**src/rtl/cache_axi_arbiter.sv**
```systemverilog
// cache_axi_arbiter: bridges icache/dcache refills, dcache write-backs and
// uncached loads/stores onto one AXI-style burst read channel and one burst
// write channel. Read and write FSMs run concurrently; a read whose line is
// being written is held off until the write completes.
// Optional build macro: CACHE_AXI_RR_EN selects round-robin dcache/icache
// arbitration; without it dcache always beats icache.
module cache_axi_arbiter #(
  parameter int LINE_WORDS = 4,
  parameter int ADDR_W     = 32
) (
  input  logic                     clk,
  input  logic                     rst,
  input  logic                     inst_ren_i,
  input  logic [ADDR_W-1:0]        inst_araddr_i,
  output logic                     inst_rvalid_o,
  output logic [32*LINE_WORDS-1:0] inst_rdata_o,
  input  logic                     data_ren_i,
  input  logic [ADDR_W-1:0]        data_araddr_i,
  output logic                     data_rvalid_o,
  output logic [32*LINE_WORDS-1:0] data_rdata_o,
  input  logic                     data_wen_i,
  input  logic [ADDR_W-1:0]        data_awaddr_i,
  input  logic [32*LINE_WORDS-1:0] data_wdata_i,
  output logic                     data_bvalid_o,
  input  logic                     unc_ren_i,
  input  logic [ADDR_W-1:0]        unc_raddr_i,
  output logic                     unc_rvalid_o,
  output logic [31:0]              unc_rdata_o,
  input  logic [3:0]               unc_wen_i,
  input  logic [ADDR_W-1:0]        unc_waddr_i,
  input  logic [31:0]              unc_wdata_i,
  output logic                     unc_bvalid_o,
  output logic                     dev_rrdy_o,
  output logic                     dev_wrdy_o,
  output logic                     axi_ren_o,
  output logic [ADDR_W-1:0]        axi_raddr_o,
  output logic [7:0]               axi_rlen_o,
  output logic                     axi_rready_o,
  input  logic [31:0]              axi_rdata_i,
  input  logic                     axi_rvalid_i,
  output logic                     axi_wen_o,
  output logic [ADDR_W-1:0]        axi_waddr_o,
  output logic [31:0]              axi_wdata_o,
  output logic [3:0]               axi_wstrb_o,
  output logic                     axi_wlast_o,
  output logic [7:0]               axi_wlen_o,
  input  logic                     axi_wready_i,
  input  logic                     axi_bvalid_i
);

  localparam int CNT_W = $clog2(LINE_WORDS);
  localparam int OFF   = CNT_W + 2;
  localparam logic [ADDR_W-1:0] LINE_MASK = {ADDR_W{1'b1}} << OFF;
  localparam logic [CNT_W-1:0]  LAST_BEAT = CNT_W'(LINE_WORDS - 1);

  typedef enum logic [1:0] {R_FREE, R_INST, R_DATA, R_UNC} r_state_t;
  typedef enum logic [1:0] {W_FREE, W_DATA, W_RESP}        w_state_t;

  r_state_t r_state, r_next;
  w_state_t w_state, w_next;

  // ---------------- write side ----------------
  logic [ADDR_W-1:0]             w_addr;
  logic [LINE_WORDS-1:0][31:0]   w_line;
  logic [3:0]                    w_strb;
  logic                          w_unc;
  logic [CNT_W-1:0]              w_cnt;
  logic                          w_acc_unc, w_acc_data, w_last_beat;

  assign w_acc_unc   = (w_state == W_FREE) && (|unc_wen_i);
  assign w_acc_data  = (w_state == W_FREE) && !(|unc_wen_i) && data_wen_i;
  assign w_last_beat = w_unc || (w_cnt == LAST_BEAT);

  // write state register
  always_ff @(posedge clk or negedge rst)
    if (!rst) w_state <= W_FREE;
    else      w_state <= w_next;

  // write next state: bvalid is only honoured once the last beat has gone
  always_comb begin
    w_next = w_state;
    case (w_state)
      W_FREE:  if (w_acc_unc || w_acc_data)     w_next = W_DATA;
      W_DATA:  if (axi_wready_i && w_last_beat) w_next = W_RESP;
      W_RESP:  if (axi_bvalid_i)                w_next = W_FREE;
      default:                                  w_next = W_FREE;
    endcase
  end

  // write channel outputs, all zero while idle
  always_comb begin
    axi_wen_o   = 1'b0;
    axi_waddr_o = '0;
    axi_wdata_o = '0;
    axi_wstrb_o = '0;
    axi_wlast_o = 1'b0;
    axi_wlen_o  = '0;
    dev_wrdy_o  = (w_state == W_FREE);
    if (w_state != W_FREE) begin
      axi_wen_o   = 1'b1;
      axi_waddr_o = w_addr;
      axi_wdata_o = w_line[w_cnt];
      axi_wstrb_o = w_strb;
      axi_wlen_o  = w_unc ? 8'd0 : 8'(LINE_WORDS - 1);
    end
    if (w_state == W_DATA) axi_wlast_o = w_last_beat;
  end

  // write datapath: capture request at acceptance, step beats, done pulses
  always_ff @(posedge clk or negedge rst) begin
    if (!rst) begin
      w_addr        <= '0;
      w_line        <= '0;
      w_strb        <= '0;
      w_unc         <= 1'b0;
      w_cnt         <= '0;
      data_bvalid_o <= 1'b0;
      unc_bvalid_o  <= 1'b0;
    end else begin
      data_bvalid_o <= (w_state == W_RESP) && axi_bvalid_i && !w_unc;
      unc_bvalid_o  <= (w_state == W_RESP) && axi_bvalid_i &&  w_unc;
      if (w_acc_unc) begin
        // the store word rides in beat 0 of the line buffer
        w_addr <= unc_waddr_i;
        w_line <= (32*LINE_WORDS)'(unc_wdata_i);
        w_strb <= unc_wen_i;
        w_unc  <= 1'b1;
        w_cnt  <= '0;
      end else if (w_acc_data) begin
        w_addr <= data_awaddr_i & LINE_MASK;
        w_line <= data_wdata_i;
        w_strb <= 4'hF;
        w_unc  <= 1'b0;
        w_cnt  <= '0;
      end else if (w_state == W_DATA && axi_wready_i && !w_last_beat) begin
        w_cnt <= w_cnt + CNT_W'(1);
      end
    end
  end

  // ---------------- read hazard and arbitration ----------------
  logic              w_busy, data_ok, unc_ok;
  logic [ADDR_W-1:0] hz_addr;
  logic              gnt_unc, gnt_data, gnt_inst;

  // a write accepted this very cycle already blocks its line
  assign w_busy  = (w_state != W_FREE) || w_acc_unc || w_acc_data;
  assign hz_addr = w_acc_unc ? unc_waddr_i : (w_acc_data ? data_awaddr_i : w_addr);
  assign data_ok = data_ren_i &&
                   !(w_busy && ((data_araddr_i & LINE_MASK) == (hz_addr & LINE_MASK)));
  assign unc_ok  = unc_ren_i &&
                   !(w_busy && ((unc_raddr_i & LINE_MASK) == (hz_addr & LINE_MASK)));
  assign gnt_unc = unc_ok;

`ifdef CACHE_AXI_RR_EN
  logic prio_inst;

  assign gnt_data = !unc_ok && data_ok && (!inst_ren_i || !prio_inst);
  assign gnt_inst = !unc_ok && inst_ren_i && (!data_ok || prio_inst);

  // hand priority to whichever line requester did not just win
  always_ff @(posedge clk or negedge rst)
    if (!rst) prio_inst <= 1'b0;
    else if (r_state == R_FREE && (gnt_data || gnt_inst)) prio_inst <= gnt_data;
`else
  assign gnt_data = !unc_ok && data_ok;
  assign gnt_inst = !unc_ok && !data_ok && inst_ren_i;
`endif

  // ---------------- read side ----------------
  logic [ADDR_W-1:0]           r_addr;
  logic [CNT_W-1:0]            r_cnt;
  logic [LINE_WORDS-1:0][31:0] inst_line, data_line;
  logic [31:0]                 unc_word;
  logic                        r_last;

  assign r_last       = (r_cnt == LAST_BEAT);
  assign inst_rdata_o = inst_line;
  assign data_rdata_o = data_line;
  assign unc_rdata_o  = unc_word;

  // read state register
  always_ff @(posedge clk or negedge rst)
    if (!rst) r_state <= R_FREE;
    else      r_state <= r_next;

  // read next state: one grant per idle cycle, leave on the last beat
  always_comb begin
    r_next = r_state;
    case (r_state)
      R_FREE: begin
        if      (gnt_unc)  r_next = R_UNC;
        else if (gnt_data) r_next = R_DATA;
        else if (gnt_inst) r_next = R_INST;
      end
      R_INST, R_DATA: if (axi_rvalid_i && r_last) r_next = R_FREE;
      R_UNC:          if (axi_rvalid_i)           r_next = R_FREE;
      default:                                    r_next = R_FREE;
    endcase
  end

  // read channel outputs, all zero while idle
  always_comb begin
    axi_ren_o    = (r_state != R_FREE);
    axi_rready_o = (r_state != R_FREE);
    dev_rrdy_o   = (r_state == R_FREE);
    axi_raddr_o  = (r_state == R_FREE) ? '0 : r_addr;
    axi_rlen_o   = (r_state == R_INST || r_state == R_DATA) ? 8'(LINE_WORDS - 1) : 8'd0;
  end

  // read datapath: latch granted address, scatter beats, done pulses
  always_ff @(posedge clk or negedge rst) begin
    if (!rst) begin
      r_addr        <= '0;
      r_cnt         <= '0;
      inst_line     <= '0;
      data_line     <= '0;
      unc_word      <= '0;
      inst_rvalid_o <= 1'b0;
      data_rvalid_o <= 1'b0;
      unc_rvalid_o  <= 1'b0;
    end else begin
      inst_rvalid_o <= (r_state == R_INST) && axi_rvalid_i && r_last;
      data_rvalid_o <= (r_state == R_DATA) && axi_rvalid_i && r_last;
      unc_rvalid_o  <= (r_state == R_UNC)  && axi_rvalid_i;
      if (r_state == R_FREE) begin
        r_cnt <= '0;
        if      (gnt_unc)  r_addr <= unc_raddr_i;
        else if (gnt_data) r_addr <= data_araddr_i & LINE_MASK;
        else if (gnt_inst) r_addr <= inst_araddr_i & LINE_MASK;
      end else if (axi_rvalid_i) begin
        case (r_state)
          R_INST:  inst_line[r_cnt] <= axi_rdata_i;
          R_DATA:  data_line[r_cnt] <= axi_rdata_i;
          default: unc_word         <= axi_rdata_i;
        endcase
        r_cnt <= r_cnt + CNT_W'(1);
      end
    end
  end

endmodule

```
**config.mk**
```make
export PLATFORM = sky130hd
export DESIGN_NAME = cache_axi_arbiter
export DESIGN_NICKNAME = d
export VERILOG_FILES = /design/src/rtl/cache_axi_arbiter.sv
export SDC_FILE = /design/constraint.sdc
export NUM_CORES = 1
export LEC_CHECK = 0
export BUFFER_PORTS_ARGS = -buffer_cell sky130_fd_sc_hd__buf_2
export CORE_AREA = 2 2 303 305
export CTS_CLUSTER_DIAMETER = 30
export CTS_CLUSTER_SIZE = 12
export DETAILED_ROUTE_END_ITERATION = 6
export DIE_AREA = 0 0 305 307
export REMOVE_ABC_BUFFERS = 1
export SLEW_MARGIN = 10
export SYNTH_ARGS = -nofsm -noshare
export SYNTH_HDL_FRONTEND = slang
export SYNTH_SLANG_ARGS = --single-unit
```
**constraint.sdc**
```tcl
create_clock -name clk -period 3.44 [get_ports clk]
set_input_delay 0.172 -clock clk [delete_from_list [all_inputs] [get_ports clk]]
set_output_delay 0.172 -clock clk [all_outputs]
set_load 0.01 [all_outputs]
```
# == After elaboration in Yosys (flattened, before gate mapping) ==
# Cells that the tools add are included.
# totals
reg_bits,498
latchBits,0
mem_bits_rw,0
romBits,0
in_bits,365
output_inout_bits,415
n_memories,0
# classes
add_sub_neg,2
n_mul,0
n_div,0
n_lt_le_gt_ge,3
n_eq_ne,15
shifts,0
muxes,43
bitwise,2
reduce_logical,51
# op_table
operator,count
$mux 32,12
$bwmux 128,2
$mux 128,2
$bmux 32 s2,1
$demux 32 s2,1
$eq 28x28->1,2
$mux 2,16
$logic_and 1x1->1,23
$reduce_and 3->1,5
$mux 4,3
$pmux 2 s3,2
$eq 2x2->1 const B,5
$reduce_bool 2->1,4
$logic_not 1->1,7
$lt 2x3->1 const B,2
$ne 2x2->1 const B,3
$reduce_bool 3->1,2
$logic_or 1x1->1,5
$add 2x1->2 const B,2
$eq 2x1->1 const B,2
$logic_not 2->1,2
$mux 1,4
$ne 2x1->1 const B,2
$ne 4x1->1 const B,1
other kinds (5),6

# == Logic depth before layout (Yosys ltp) ==
# Gate-level depths: netlist (run 1).
# depth
depth_word,17
mapped_depth,15
mapped_depth_nobuf,10

# == Least setup slack after synthesis (run 1) ==
# OpenSTA, ideal clock, no wires.
# synth_timing
path_kind,register -> register
start,reg w_state[0]
end,reg r_addr[26]
setup_time_ns,0.128
arrival_time_ns,2.759
setup_slack_ns,0.552
path_stages_with_launch,16
path_buffers,5
period_less_slack_ns,2.888
path_cell_list,dfrtp_1 or2_1 buf_2 inv_2 buf_4 buf_4 nand3_1 nand4_1 nand4_1 nor4_1 nand4_1 a221oi_2 nand2b_1 buf_6 buf_6 o31ai_1
# synth_between
elab_chain_cells,14
word_cells_on_any_way,26
# synth_lines
element,line,text
from (decl),60,"w_state_t w_state, w_next;"
from (signal assigned),77,else w_state <= w_next;
$logic_not 2->1,"70, 71",
$logic_and 1x1->1 (2 in a row),71,assign w_acc_data = (w_state == W_FREE) && !(|unc_wen_i) && data_wen_i;
$mux 32 (2 in a row),148,assign hz_addr = w_acc_unc ? unc_waddr_i : (w_acc_data ? data_awaddr_i : w_addr);
$eq 28x28->1 (on tied branches),"152, 150",
$logic_and 1x1->1 (on tied branches),"152, 150",
$logic_not 1->1 (on tied branches),"152, 150",
$logic_and 1x1->1 (on tied branches),"151, 149",
$logic_not 1->1 (on tied branches),"166, 167",
$logic_and 1x1->1 (2 in a row),167,assign gnt_inst = !unc_ok && !data_ok && inst_ren_i;
$reduce_bool 3->1 (no source line),n/a,
$reduce_and 2->1 (no source line),n/a,
to (signal assigned),228,if (gnt_unc) r_addr <= unc_raddr_i;
to (signal assigned),229,else if (gnt_data) r_addr <= data_araddr_i & LINE_MASK;
to (signal assigned),230,else if (gnt_inst) r_addr <= inst_araddr_i & LINE_MASK;
to (decl),171,logic [ADDR_W-1:0] r_addr;
# Parallel ways exist; a longest one is shown, timed or not.
# A chain may end at the register's enable or synchronous reset.

# == Final worst setup path (run 1) ==
# layout_timing
start,in unc_wen_i[0]
end,reg r_addr[28]
# layout_between
elab_chain_cells,15
word_cells_on_any_way,26
# layout_lines
element,line,text
from (decl),29,"input logic [3:0] unc_wen_i,"
$reduce_or 4->1 (*),"70, 71",
$logic_not 1->1,71,
$logic_and 1x1->1 (2 in a row),71,
$mux 32 (2 in a row),148,
$eq 28x28->1 (on tied branches),"152, 150",
$logic_and 1x1->1 (on tied branches),"152, 150",
$logic_not 1->1 (on tied branches),"152, 150",
$logic_and 1x1->1 (on tied branches),"151, 149",
$logic_not 1->1 (on tied branches),"166, 167",
$logic_and 1x1->1 (2 in a row),167,
$reduce_bool 3->1 (no source line),n/a,
$reduce_and 2->1 (no source line),n/a,
# Mark *: on every way between the ends. The rest lies on a longest branch, timed or not.

==> results of run 1 <==
[layout make-up]
class	count	share of cell area, %
inverters	11	0.127
diodes	16	0.110
repair buffers	1209	23.0
well taps	1186	4.07
clock inverters	56	2.22
flip-flops and latches	498	34.2
multi-input cells	1214	26.1
clock buffers	176	10.3
[power by group through the flow]
stage | Combinational, mW | Clock (mW) | Sequential [mW]
global placement | 11.3 | 0 | 9.19
finish | 12.9 | 12.5 | 9.24
CTS | 12.5 | 12.7 | 9.20
global route | 13.8 | 13.0 | 9.50
detailed placement | 11.5 | 0 | 9.25
floorplan | 5.20 | 0 | 9.92
[through the flow]
stage	setup slack, ps	instance area (um2)	TNS [ps]
3_3_place_gp	-32.3	28200	-272
2_1_floorplan	-10370	21900	-1130860
5_1_grt	7.26	36500	0
4_1_cts	7.83	36200	0
3_5_place_dp	-95.3	28200	-874
6_report	158	36500	0
[worst min-delay path by stage]
stage | from | to | slack, ps | cells past startpoint
after floorplan | rst | data_bvalid_o | -120 | 0
after global placement | rst | inst_rdata_o[80] | 280 | 1
after detailed placement | rst | inst_rdata_o[80] | 290 | 1
after CTS | axi_rdata_i[3] | data_rdata_o[35] | 4 | 2
after global routing | axi_rdata_i[3] | unc_rdata_o[3] | 10 | 2
final | axi_rdata_i[3] | unc_rdata_o[3] | 30 | 2
[layer usage]
layer,routed length [um],vias up,track usage (%)
met4,3410,26,8.61
li1,-,9402,-
met1,38000,10500,23.6
met5,147,-,0
met3,10300,267,8.24
met2,48300,1194,34.6
[cells in the mapped netlist (2+ instances only)]
cell / instances / area (um2)
mux2i_1: 3 / 30.0
nor4_2: 2 / 25.0
buf_2: 16 / 80.1
a31o_1: 6 / 52.6
o21ai_0: 37 / 185
inv_1: 10 / 37.5
clkbuf_1: 85 / 319
mux4_2: 32 / 721
o21a_1: 28 / 210
o22a_1: 4 / 35.0
dfrtp_1: 498 / 12500
ha_1: 9 / 113
a31o_2: 44 / 385
buf_4: 20 / 150
a21oi_1: 51 / 255
and3_1: 3 / 18.8
nor3_1: 2 / 10.0
nand4_1: 101 / 632
nand3_1: 61 / 305
and2_1: 40 / 250
nand3_2: 10 / 100
a22o_1: 78 / 683
o31ai_1: 28 / 210
o22ai_1: 29 / 181
nand2b_1: 3 / 18.8
buf_1: 25 / 93.8
buf_6: 7 / 78.8
xor2_1: 7 / 61.3
nor2_1: 71 / 267
nand2_1: 153 / 574
mux2_2: 288 / 3240
and4_1: 2 / 17.5
nor2b_1: 34 / 213
a31oi_1: 60 / 375
nor4_1: 5 / 31.3
[logic make-up (layout without fill, tap and decap cells)]
kind of cell / Yosys count / after routing / share of synthesized area, %
compound gates: 368 / 368 / 11.5
xor+xnor: 8 / 8 / 0.311
fa+ha+maj: 9 / 9 / 0.499
buf+inv: 164 / 1452 / 3.38
flops: 498 / 498 / 55.3
mux: 323 / 323 / 17.7
other cells: 1 / 28 / 0.0166
simple gates: 494 / 494 / 11.3
[sequential cells by signal, summed over array words and instances, names as in the netlist, 2 cells and up]
| signal | flops |
|---|---|
| w_line | 128 |
| unc_rdata_o | 32 |
| w_state | 2 |
| w_cnt | 2 |
| inst_rdata_o | 128 |
| data_rdata_o | 128 |
| r_addr | 32 |
| r_state | 2 |
| w_strb | 4 |
| r_cnt | 2 |
| w_addr | 32 |
[critical path, stage by stage]
cell and delay [ps]:
dlygate4sd3_1 530, buf_2 150, or4_4 610, buf_6 220, buf_4 180, nand3_2 100, a31o_1 150, nand4_1 120
nor4_2 330, buf_4 160, nand4_1 150, a221oi_4 340, nand2b_4 290, clkbuf_16 200, o31ai_1 70
[repair_timing]
| item | in CTS | in global routing |
|---|---|---|
| setup buffers | 0 | 6 |
| resized for setup | 2 | 20 |
| cloned | 0 | 5 |
| pin swaps | 1 | 19 |
| hold endpoints to repair | 550 | 0 |
| setup endpoints to repair | 13 | 34 |
| hold buffers | 346 | 0 |
==> results.cfg, run 1 <==
[finish]
n_fill_cell = 8565
layout_common_cells = buf_2, dfrtp_1, dlygate4sd3_1, mux2_2, nand2_1
final_util_pct = 40.2
regArea_um2 = 12500
layout.nets = 3438
syn2layout_area_growth_pct = 61.8
layout-drive-gt1-share_pct = 46.9
stdcell_count = 4366
layout_commonest_cell = buf_2
multiInputGateArea_um2 = 9530

[timing]
rsz0062_at_grt = false
post-route-min-period_ps = 3280
setup-violations-final = 0
slew-limit-headroom_pct = 32.8
period_share_pct = 95.4
hold-worst-slack_ps = 27.5
worst_pin_slew_ps = 1010
fmax_mhz = 305
final_max_slew_viol_count = 0
skew_ps = 24.2
hold_viol_final = 0

[place]
portBuffers = 755
place_hpwl_mm = 69.7
dp_cells = 3761
gp_congestion = 0.854

[power_and_ir_drop]
p_switching_mw = 11.8
power_frac_seq_pct = 26.7
vdd_drop_max_v = 0.000431
p_leak_nw = 17.7
power_mw = 34.6
clkPwrFrac_pct = 36.1
p_per_area_nw_per_um2 = 949
p_sw_share_pct = 33.9
internal-power_mw = 22.9
combPwrFrac_pct = 37.2

[route]
firstDrtPassIters = 7
via_per_inst = 4.90
wl_per_cell_um = 22.9
totalWireLength_mm = 100
vias = 21400
drtIter0Drc = 1649
drc_errors = 0
drtAntennaViolNets = 0

[yosys]
yosysSeqAreaShare_pct = 55.3
synth_ff_type = dfrtp_1
async_flop_share_pct = 100
synth_edf_count = 0
ys_seq_elements = 498
netlist_area_um2 = 22600
yosysWarnings = 0
syn_inst = 1865
avgSynthCellArea_um2 = 12.1
synth_cell_types = 48

[hold_path]
hp-class = primary input to flop

[grt]
track_usage_pct = 20.7
grt_pass1_wl_mm = 145
grt_max_degree = 111
grt_pass1_vias = 21800
antenna_found_initial = 40
gr-total-overflow = 0

[worst_setup_path]
critical_path.startpoint = unc_wen_i[0]
reg2reg_to = r_addr[28]
arrival_ps = 3840
critPathRequiredTime_ps = 4000
cp_max_fo = 21
reg2reg_from = w_state[0]
setup.worst_path.end = r_addr[28]
r2r_slack_ps = 160
cp-end-kind = flop
rr_worst_depth = 13
worstSetupStartpointType = primary input
crit_type = primary input to flop

[die]
die_h_um = 307
dieArea_um2 = 93600
die_w_um = 305
rows = 111
coreArea_um2 = 90700
io_pins = 780
initial_utilization_pct = 24.9

[clocking]
clock_latency_ps = 700
cts_tree = built
cts_root_buffer = clkbuf_16
cts-htree-levels = 4
clkTransAtPathRegs_ps = 40
numCtsBuffers = 130
cts.path.max_buffers = 3
cts_sinks = 498

[run]
cap_violations = 0

[outcome]
outcome = finished clean
Note: power is estimated with default switching activity, not from simulation.
==> inputs of run 2 (changes only) <==
==> constraint.sdc (replaced) <==
create_clock -name clk -period 3.55 [get_ports clk]
set_input_delay 0.1775 -clock clk [delete_from_list [all_inputs] [get_ports clk]]
set_output_delay 0.1775 -clock clk [all_outputs]
set_load 0.01 [all_outputs]
==> run 2 against run 1 <==
  * Count of clock-buffer cells in the layout is 39 lower
  * Die area stayed put
  * Register-to-register slack better by 20 ps
  * Worst hold slack better by 13 ps
  * Sequential power is 3.0% lower
  * Largest power group unchanged
  * Critical endpoint is now r_addr[7]
  * Worst setup slack better by 14 ps
  * Critical path type unchanged
  * Design area is 2.6% lower
==> results.cfg, run 2 (synthesized netlist as in run 1, its figures left out) <==
[worst_setup_path]
cp-end-kind = flop
cp_cell_sequence = dlygate4sd3_1 -> buf_2 -> or4_4 -> buf_4 -> nand3_1 -> a31o_2 -> nand4_1 -> nor4_2 -> buf_4 -> nand4_1 -> a221oi_4 -> nand2b_1 -> buf_4 -> o31ai_1
worstSetupStartpointType = primary input
crit_type = primary input to flop
cpMaxStageDelayCell = or4_4
critPathRequiredTime_ps = 4090
cpMostUsedCell = buf_4
cp_max_fo = 23
arrival_ps = 3910
critPathMaxStageDelay_ps = 630

[grt]
grt_max_degree = 100
grt_pass1_wl_mm = 142
antenna_found_initial = 46
track_usage_pct = 20.2
grt_pass1_vias = 21400
gr-total-overflow = 0

[route]
drtAntennaViolNets = 0
via_per_inst = 4.94
vias = 21200
drtIter0Drc = 1527
wl_per_cell_um = 22.7
drc_errors = 0
totalWireLength_mm = 97.8
firstDrtPassIters = 7

[place]
placed_area_um2 = 28000
dp_cells = 3738
gp_congestion = 0.873
place_hpwl_mm = 69.2
portBuffers = 755

[die]
rows = 111
io_pins = 780
coreArea_um2 = 90700
die_h_um = 307
initial_utilization_pct = 24.9
dieArea_um2 = 93600
die_w_um = 305

[timing]
rsz0062_at_grt = false
fmax_mhz = 296
worst_pin_slew_ps = 1010
hold_viol_final = 0
setup-violations-final = 0
hold-worst-slack_ps = 40.3
post-route-min-period_ps = 3380
skew_ps = 20.5
final_max_slew_viol_count = 0
period_share_pct = 95.2
slew-limit-headroom_pct = 32.4

[finish]
final_util_pct = 39.2
syn2layout_area_growth_pct = 57.6
layout_commonest_cell = buf_2
layout-drive-gt1-share_pct = 46.2
stdcell_count = 4300
layout.nets = 3385
layout_common_cells = buf_2, dfrtp_1, dlygate4sd3_1, mux2_2, nand2_1
n_fill_cell = 8687
fin_area_um2 = 35500

[run]
cap_violations = 0

[clocking]
clkTransAtPathRegs_ps = 50
cts-htree-levels = 3
cts_root_buffer = clkbuf_16
cts_sinks = 498
cts_tree = built
numCtsBuffers = 111
clock_latency_ps = 680
cts.path.max_buffers = 3

[hold_path]
hp-class = primary input to flop

[power_and_ir_drop]
power_mw = 31.9
p_per_area_nw_per_um2 = 897
vdd_drop_max_v = 0.000490
p_leak_nw = 17.2

[outcome]
outcome = finished clean
## run 2: cell types whose count changed in the layout (fill, tap and decap cells not counted), sizes merged
cell         change
clkinvlp         +7
inv              +7
buf             -29
clkinv           -1
clkbuf          -43
bufinv           +2
dlygate4sd3      -1
diode            -8
## run 2: where the power goes
| part | internal [mW] | leakage [nW] | switching, mW |
|---|---|---|---|
| combinational | 5.50 | 8.80 | 6.43 |
| sequential | 7.85 | 6.40 | 1.10 |
| clock | 7.47 | 1.97 | 3.51 |
## run 2: path summary, 6_finish.rpt
path	to	slack, ps	depth (start not counted)	start
max in group asynchronous	inst_rdata_o[40]	2220	3	rst
worst min-delay path	data_rdata_o[1]	40	2	axi_rdata_i[1]
worst min register to register	w_strb[2]	480	1	w_strb[2]
min in group asynchronous	inst_rdata_o[96]	170	2	rst
worst max register to register	r_addr[7]	180	13	w_state[0]
worst max-delay path	r_addr[7]	170	14	unc_wen_i[0]
## run 2: worst max-delay path, delay by kind of cell
kind	cells	cell delay (ps)
AND/OR/NAND/NOR	6	1680
AO/OA/AOI/OAI	3	660
buffers and inverters	5	1350
## run 2: cell type report
class	instances	area, um2	area share, %
antenna	8	20.0	0.0563
sequential	498	12500	35.1
clock inverter	71	960	2.70
multi-input combinational	1214	9470	26.6
clock buffer	137	3080	8.66
inverter	11	48.8	0.137
tap	1186	1480	4.18
timing repair buffer	1175	8010	22.5
## run 2: per-layer routing
| layer | share of wire (%) | track usage (%) |
|---|---|---|
| met3 | 10 | 7.23 |
| met1 | 39 | 23.5 |
| met5 | 0.24 | 0 |
| met4 | 3.6 | 7.54 |
| met2 | 48 | 34.0 |
## run 2: per-stage QoR
step	setup WS [ps]	TNS [ps]
final	172	0
after global routing	8.29	0
after detailed placement	-111	-2560
after global placement	45.8	0
after floorplan	-10260	-1111720
after CTS	7.82	0
## run 2: what timing repair did
item                                    4_1_cts  5_1_grt
buffers inserted                              0        1
endpoints found under the setup margin       32       32
gates resized for setup                       1        6
hold buffers                                345        0
hold endpoints to repair                    546        0
pin swaps                                     0        3
